## src/rtl/rgb_pwm_driver.sv

```systemverilog
// rgb_pwm_driver: turns three 8-bit colour intensities into three PWM pins.
// Duties are captured into pending registers on update and copied into the
// active registers only at a period wrap (or continuously while idle), so a
// running period is never torn by a mid-period change.
module rgb_pwm_driver #(
  parameter int PRESCALE   = 4,
  parameter bit ACTIVE_LOW = 1'b0
) (
  input  logic       clk,
  input  logic       rst,
  input  logic       en,
  input  logic       update,
  input  logic [7:0] r_in,
  input  logic [7:0] g_in,
  input  logic [7:0] b_in,
  output logic       pwm_r,
  output logic       pwm_g,
  output logic       pwm_b,
  output logic       period_start
);

  localparam int              PRE_W   = (PRESCALE > 1) ? $clog2(PRESCALE) : 1;
  localparam logic [PRE_W-1:0] PRE_MAX = PRE_W'(PRESCALE - 1);
  localparam logic [7:0]       CNT_MAX = 8'd254;

  logic             run;
  logic [PRE_W-1:0] pre;
  logic [7:0]       cnt;
  logic [7:0]       pend_r, pend_g, pend_b;
  logic [7:0]       act_r, act_g, act_b;
  logic             tick;
  logic             wrap;

  // Pin level for one channel: active while the counter is below the duty.
  // cnt never exceeds 254, so duty 255 stays active for the whole period.
  function automatic logic pwm_level(input logic running, input logic [7:0] count,
                                     input logic [7:0] duty);
    return ACTIVE_LOW ^ (running && (count < duty));
  endfunction

  assign tick = run && (pre == PRE_MAX);
  assign wrap = tick && (cnt == CNT_MAX);

  // Registered-only decode: no input reaches period_start combinationally.
  assign period_start = run && (cnt == 8'd0) && (pre == '0);

  // Run request register.
  always_ff @(posedge clk) begin
    if (rst) run <= 1'b0;
    else     run <= en;
  end

  // Prescaler and period counter; both held at zero while idle so that a
  // disable aborts the partial period and a re-enable starts a fresh one.
  always_ff @(posedge clk) begin
    if (rst || !run) begin
      pre <= '0;
      cnt <= '0;
    end else if (tick) begin
      pre <= '0;
      cnt <= wrap ? 8'd0 : cnt + 8'd1;
    end else begin
      pre <= pre + PRE_W'(1);
    end
  end

  // Pending duty capture, accepted in every state.
  always_ff @(posedge clk) begin
    if (rst) begin
      pend_r <= '0;
      pend_g <= '0;
      pend_b <= '0;
    end else if (update) begin
      pend_r <= r_in;
      pend_g <= g_in;
      pend_b <= b_in;
    end
  end

  // Active duty: follows pending while idle, otherwise only at the wrap edge.
  always_ff @(posedge clk) begin
    if (rst) begin
      act_r <= '0;
      act_g <= '0;
      act_b <= '0;
    end else if (!run || wrap) begin
      act_r <= pend_r;
      act_g <= pend_g;
      act_b <= pend_b;
    end
  end

  // Output flops: one clk behind the (cnt, act) state.
  always_ff @(posedge clk) begin
    if (rst) begin
      pwm_r <= ACTIVE_LOW;
      pwm_g <= ACTIVE_LOW;
      pwm_b <= ACTIVE_LOW;
    end else begin
      pwm_r <= pwm_level(run, cnt, act_r);
      pwm_g <= pwm_level(run, cnt, act_g);
      pwm_b <= pwm_level(run, cnt, act_b);
    end
  end

endmodule

```

## config.mk

```make
export PLATFORM = sky130hd
export DESIGN_NAME = rgb_pwm_driver
export DESIGN_NICKNAME = d
export VERILOG_FILES = /design/src/rtl/rgb_pwm_driver.sv
export SDC_FILE = /design/constraint.sdc
export NUM_CORES = 1
export LEC_CHECK = 0
export CAP_MARGIN = 20
export CORE_MARGIN = 2
export CORE_UTILIZATION = 40
export DETAILED_ROUTE_END_ITERATION = 10
export GPL_TIMING_DRIVEN = 0
export PLACE_DENSITY = 0.63
export SYNTH_ARGS = -nofsm -noshare
export SYNTH_HDL_FRONTEND = slang
export SYNTH_SLANG_ARGS = --single-unit
```

## constraint.sdc

```tcl
create_clock -name clk -period 4.5 [get_ports clk]
set_input_delay 0.675 -clock clk [delete_from_list [all_inputs] [get_ports clk]]
set_output_delay 0.675 -clock clk [all_outputs]
set_load 0.01 [all_outputs]
```

Word-level counts from Yosys, hierarchy flattened
Cells that the tools add are included.
{"block": "word_totals", "out_inout_bits": 4, "ram_bits": 0, "n_memories": 0, "romBits": 0, "latch_bits": 0, "reg_bits": 62, "word_cells": 33}
{"block": "op_classes", "addsub": 2, "n_mul": 0, "n_div": 0, "n_eq_ne": 2, "reduce_logical": 13, "mux": 1, "order_cmp": 3, "n_shift": 0, "bitwise": 0}
{"cell": "less-than comparator 8 bit", "n": 3}
{"cell": "adder 8 x 1 -> 8 bit, second input constant", "n": 1}
{"cell": "== test 8 bit, second input constant", "n": 1}
{"cell": "zero test 8 bit", "n": 1}
{"cell": "2-to-1 mux 8 bit", "n": 1}
{"cell": "logical AND 1 bit", "n": 7}
{"cell": "adder 2 x 1 -> 2 bit, second input constant", "n": 1}
{"cell": "== test 2 bit, second input constant", "n": 1}
{"cell": "zero test 2 bit", "n": 1}
{"cell": "logical OR 1 bit", "n": 2}
{"cell": "OR reduction 2 bit", "n": 1}
{"cell": "zero test 1 bit", "n": 1}

Depth between registers and ports, before layout
{"block": "logic_depth", "depth_word": 4, "mapped_depth": 7, "depth_no_buf": 6}

Worst setup path after synthesis
Ideal clock, no wire load.
{"block": "synth_timing", "path_kind": "reg2out", "startpoint": "reg pre[0]", "endpoint": "out period_start", "t_arrival_ns": 1.134, "n_path_buf": 0, "required_time_ns": 3.825, "path_slack_ns": 2.691, "stages_incl_launch_ff": 6, "path_cell_list": "dfxtp_1 -> inv_1 -> ha_1 -> nor4b_1 -> nand3_1 -> nor4_1"}
{"block": "synth_between", "elab_chain_len": 2}
{"element": "from (decl)", "line_no": "27", "source": "logic [PRE_W-1:0] pre;"}
{"element": "from (signal assigned)", "line_no": "63", "source": "pre <= pre + PRE_W'(1);"}
{"element": "zero test 2 bit", "line_no": "45", "source": "assign period_start = run && (cnt == 8'd0) && (pre == '0);"}
{"element": "logical AND 1 bit", "line_no": "45"}
{"element": "to (decl)", "line_no": "19", "source": "output logic period_start"}
No other way between the ends.

Final worst setup path
{"block": "layout_timing", "startpoint": "reg cnt[3]", "endpoint": "out period_start"}
{"block": "layout_between", "elab_chain_len": 3}
{"element": "from (decl)", "line_no": "28", "source": "logic [7:0] cnt;"}
{"element": "from (signal assigned)", "line_no": "61", "source": "cnt <= wrap ? 8'd0 : cnt + 8'd1;"}
{"element": "zero test 8 bit", "line_no": "45"}
{"element": "logical AND 1 bit (2 in a row)", "line_no": "45"}
No other way between the ends.

==> flow_summary_export.csv <==
group,metric,value,unit
global_route,grt_pass1_vias,2123,
critical_path,worstPathMaxFanout,9,
cts,cts_hold_buf,0,
floorplanning,die-area,8040,um^2
global_route,grt_max_degree,12,
sta,max_freq,374,MHz
routing,antenna_left,0,
critical_path,path_class,"flop to output port",
finish,area_growth,21.4,%
cts,clock_latency,0.34,ns
place,dp_hpwl,4290,um
global_route,overflow,0,
cts,cts.sinks,62,
critical_path,end_kind,"output port",
sta,min_period,2.68,ns
sta,final.period_utilization,59.5,%
cts,clk_path_buf_depth,2,
finish,drive_above_1_share,12.8,%
cts,htreeDepth,3,
logic_synthesis,synthArstFlopShare,0,%
critical_path,r2r-start,"cnt[0]",
place,place_congestion,0.758,
logic_synthesis,yosysSeqAreaShare,42.3,%
sta,relSlewSlack,51.2,%
worst_hold_path,min_from,"act_b[7]",
finish,antennaDiodeCount,0,
pwr,leakage,0.00138,uW
sta,fin_tns_setup,0,ns
sta,final_hold_viol_count,0,
critical_path,cp.arrival,2.00,ns
cts,cts_tree,"yes",
global_route,grt_pass1_wl,10100,um
sta,setup_viol,0,
cts,cts_setup_buffers,0,
logic_synthesis,syn_area_per_cell,9.09,um^2
logic_synthesis,synth-edff-count,0,
floorplanning,rows,31,
pwr,fin_total_pwr,1240,uW
logic_synthesis,syn-cell-area,2940,um^2
critical_path,cp-start-kind,"flop",
floorplanning,start_util,40.9,%
cts,cts-root-buf,"clkbuf_8",
finish,mostFrequentLayoutCells,"dfxtp_1 (62), nand2_1 (55), clkdlybuf4s50_1 (29), nor2_1 (27)",
finish,utilization,49.7,%
place,port_buffers,29,
global_route,grt.total_usage,16.6,%
routing,wire_per_inst,12.8,um
pwr,power_density,347,nW/um^2
critical_path,critPathLaunch,"cnt[3]",
logic_synthesis,syn-instance-count,323,
routing,via_per_inst,4.86,
routing,drtPass1Iterations,4,
critical_path,cp.required,3.83,ns
floorplanning,core_area,7180,um^2
logic_synthesis,synth_top_flop_cell,"dfxtp_1",
routing,drt-initial-drc-count,77,
cts,cts_buffers,9,
sta,worstMarginPinSlew,0.731,ns
routing,via_count,2269,
sta,drv_slew,0,
floorplanning,die_w,89.7,um
place,dp_cells,451,
routing,drt_wl_total,5970,um
finish,layout_commonest_cell,"dfxtp_1",
finish,layout.nets,417,
logic_synthesis,ys_warn_count,0,
routing,drc,0,
floorplanning,num_io_pins,32,
logic_synthesis,synth_nets,377,
global_route,antenna_found_initial,0,
logic_synthesis,ys_seq_elements,62,
outcome,status,"finished clean",
pwr,ir_drop,0.205,mV
finish,nFillCells,711,
floorplanning,die_h,89.7,um
cts,post_cts_resize_count,0,
cts,clk_pin_slew,0.08,ns
sta,clock_skew,0.00717,ns
place,pre_cts_ws,2.21,ns
logic_synthesis,synth.distinct_cells,40,
run,cap_violations,0,
sta,rsz0062_at_grt,"false",
finish,finalNonFillerCells,467,
worst_hold_path,hold_path_class,"flop to flop",
sta,finalWorstSetupSlack,1.82,ns
-- where the power goes --
part	leakage (uW)	internal (uW)	switching (uW)	total, uW
sequential	0.000507	572	11.6	584
clock	0.000106	311	229	540
combinational	0.000769	57.9	54.3	112
total	0.00138	941	295	1240
-- Yosys cell counts (all sizes together) (2+ instances only) --
cell     n  area (um^2)
o211ai   4         30.0
nand3    8         45.0
nor2b    2         12.5
clkbuf   8         30.0
a21o     2         15.0
nor3     7         35.0
o31ai    2         28.8
inv     26         97.6
a21oi   32          235
nand2b   5         31.3
nand4    2         27.5
nor4     2         12.5
xor2     3         26.3
a211o    2         17.5
nand2   55          206
mux2i   24          240
dfxtp   62         1240
ha      26          325
nor2    27          101
buf      8         52.6
o21ai    2         10.0
-- final timing paths --
path	end	slack (ns)	cells past startpoint
max reg2reg	cnt[0]	2.59	6
min	act_b[7]	0.46	2
min reg2reg	act_b[7]	0.46	2
max	period_start	1.82	4
-- flip-flops by register name (all words and copies together), names as in the netlist --
name,cells
pend_g,8
run,1
pend_b,8
pwm_g,1
pre,2
pend_r,8
act_g,8
pwm_b,1
cnt,8
pwm_r,1
act_r,8
act_b,8
-- layout make-up --
| class | count | area (um^2) | area share [%] |
|---|---|---|---|
| Buffer | 16 | 82.6 | 2.32 |
| Clock buffer | 10 | 128 | 3.58 |
| Timing Repair Buffer | 29 | 290 | 8.14 |
| Tap cell | 99 | 124 | 3.47 |
| Inverter | 26 | 97.6 | 2.74 |
| Sequential cell | 62 | 1240 | 34.8 |
| Multi-Input combinational cell | 219 | 1520 | 42.5 |
| Clock inverter | 6 | 86.3 | 2.42 |
-- worst max-delay path, stage by stage (launching register included) --
cell             delay [ns]
dfxtp_1                0.47
nor4b_1                0.31
nand3_1                0.11
nor4_1                 0.17
clkdlybuf4s50_1        0.59
-- layer usage --
layer / vias to the layer above / part of all wire (%) / wire (um) / track usage [%]
met1: 1038 / 52 / 3110 / 22.5
met2: 43 / 42 / 2540 / 25.2
met4: 0 / 1.7 / 104 / 6.11
li1: 1177 / - / - / -
met3: 11 / 3.7 / 220 / 4.94
met5: - / 0 / 0 / 0
-- cell families after synthesis --
group                    after synthesis  share of synthesized area [%]
buffers and inverters                 42                           6.14
XOR/XNOR                               3                          0.895
flip-flops                            62                           42.3
AO/OA/AOI/OAI                         51                           13.5
AND/OR/NAND/NOR                      115                           17.9
adder cells (fa/ha/maj)               26                           11.1
multiplexers                          24                           8.18
-- per-stage QoR --
stage | hold slack, ns | area, um^2
detailed placement | 0.445 | 3350
floorplan | 0.427 | 2940
finish | 0.455 | 3560
global route | 0.475 | 3560
global placement | 0.441 | 3350
CTS | 0.453 | 3560
(Power assumes the default switching activity.)
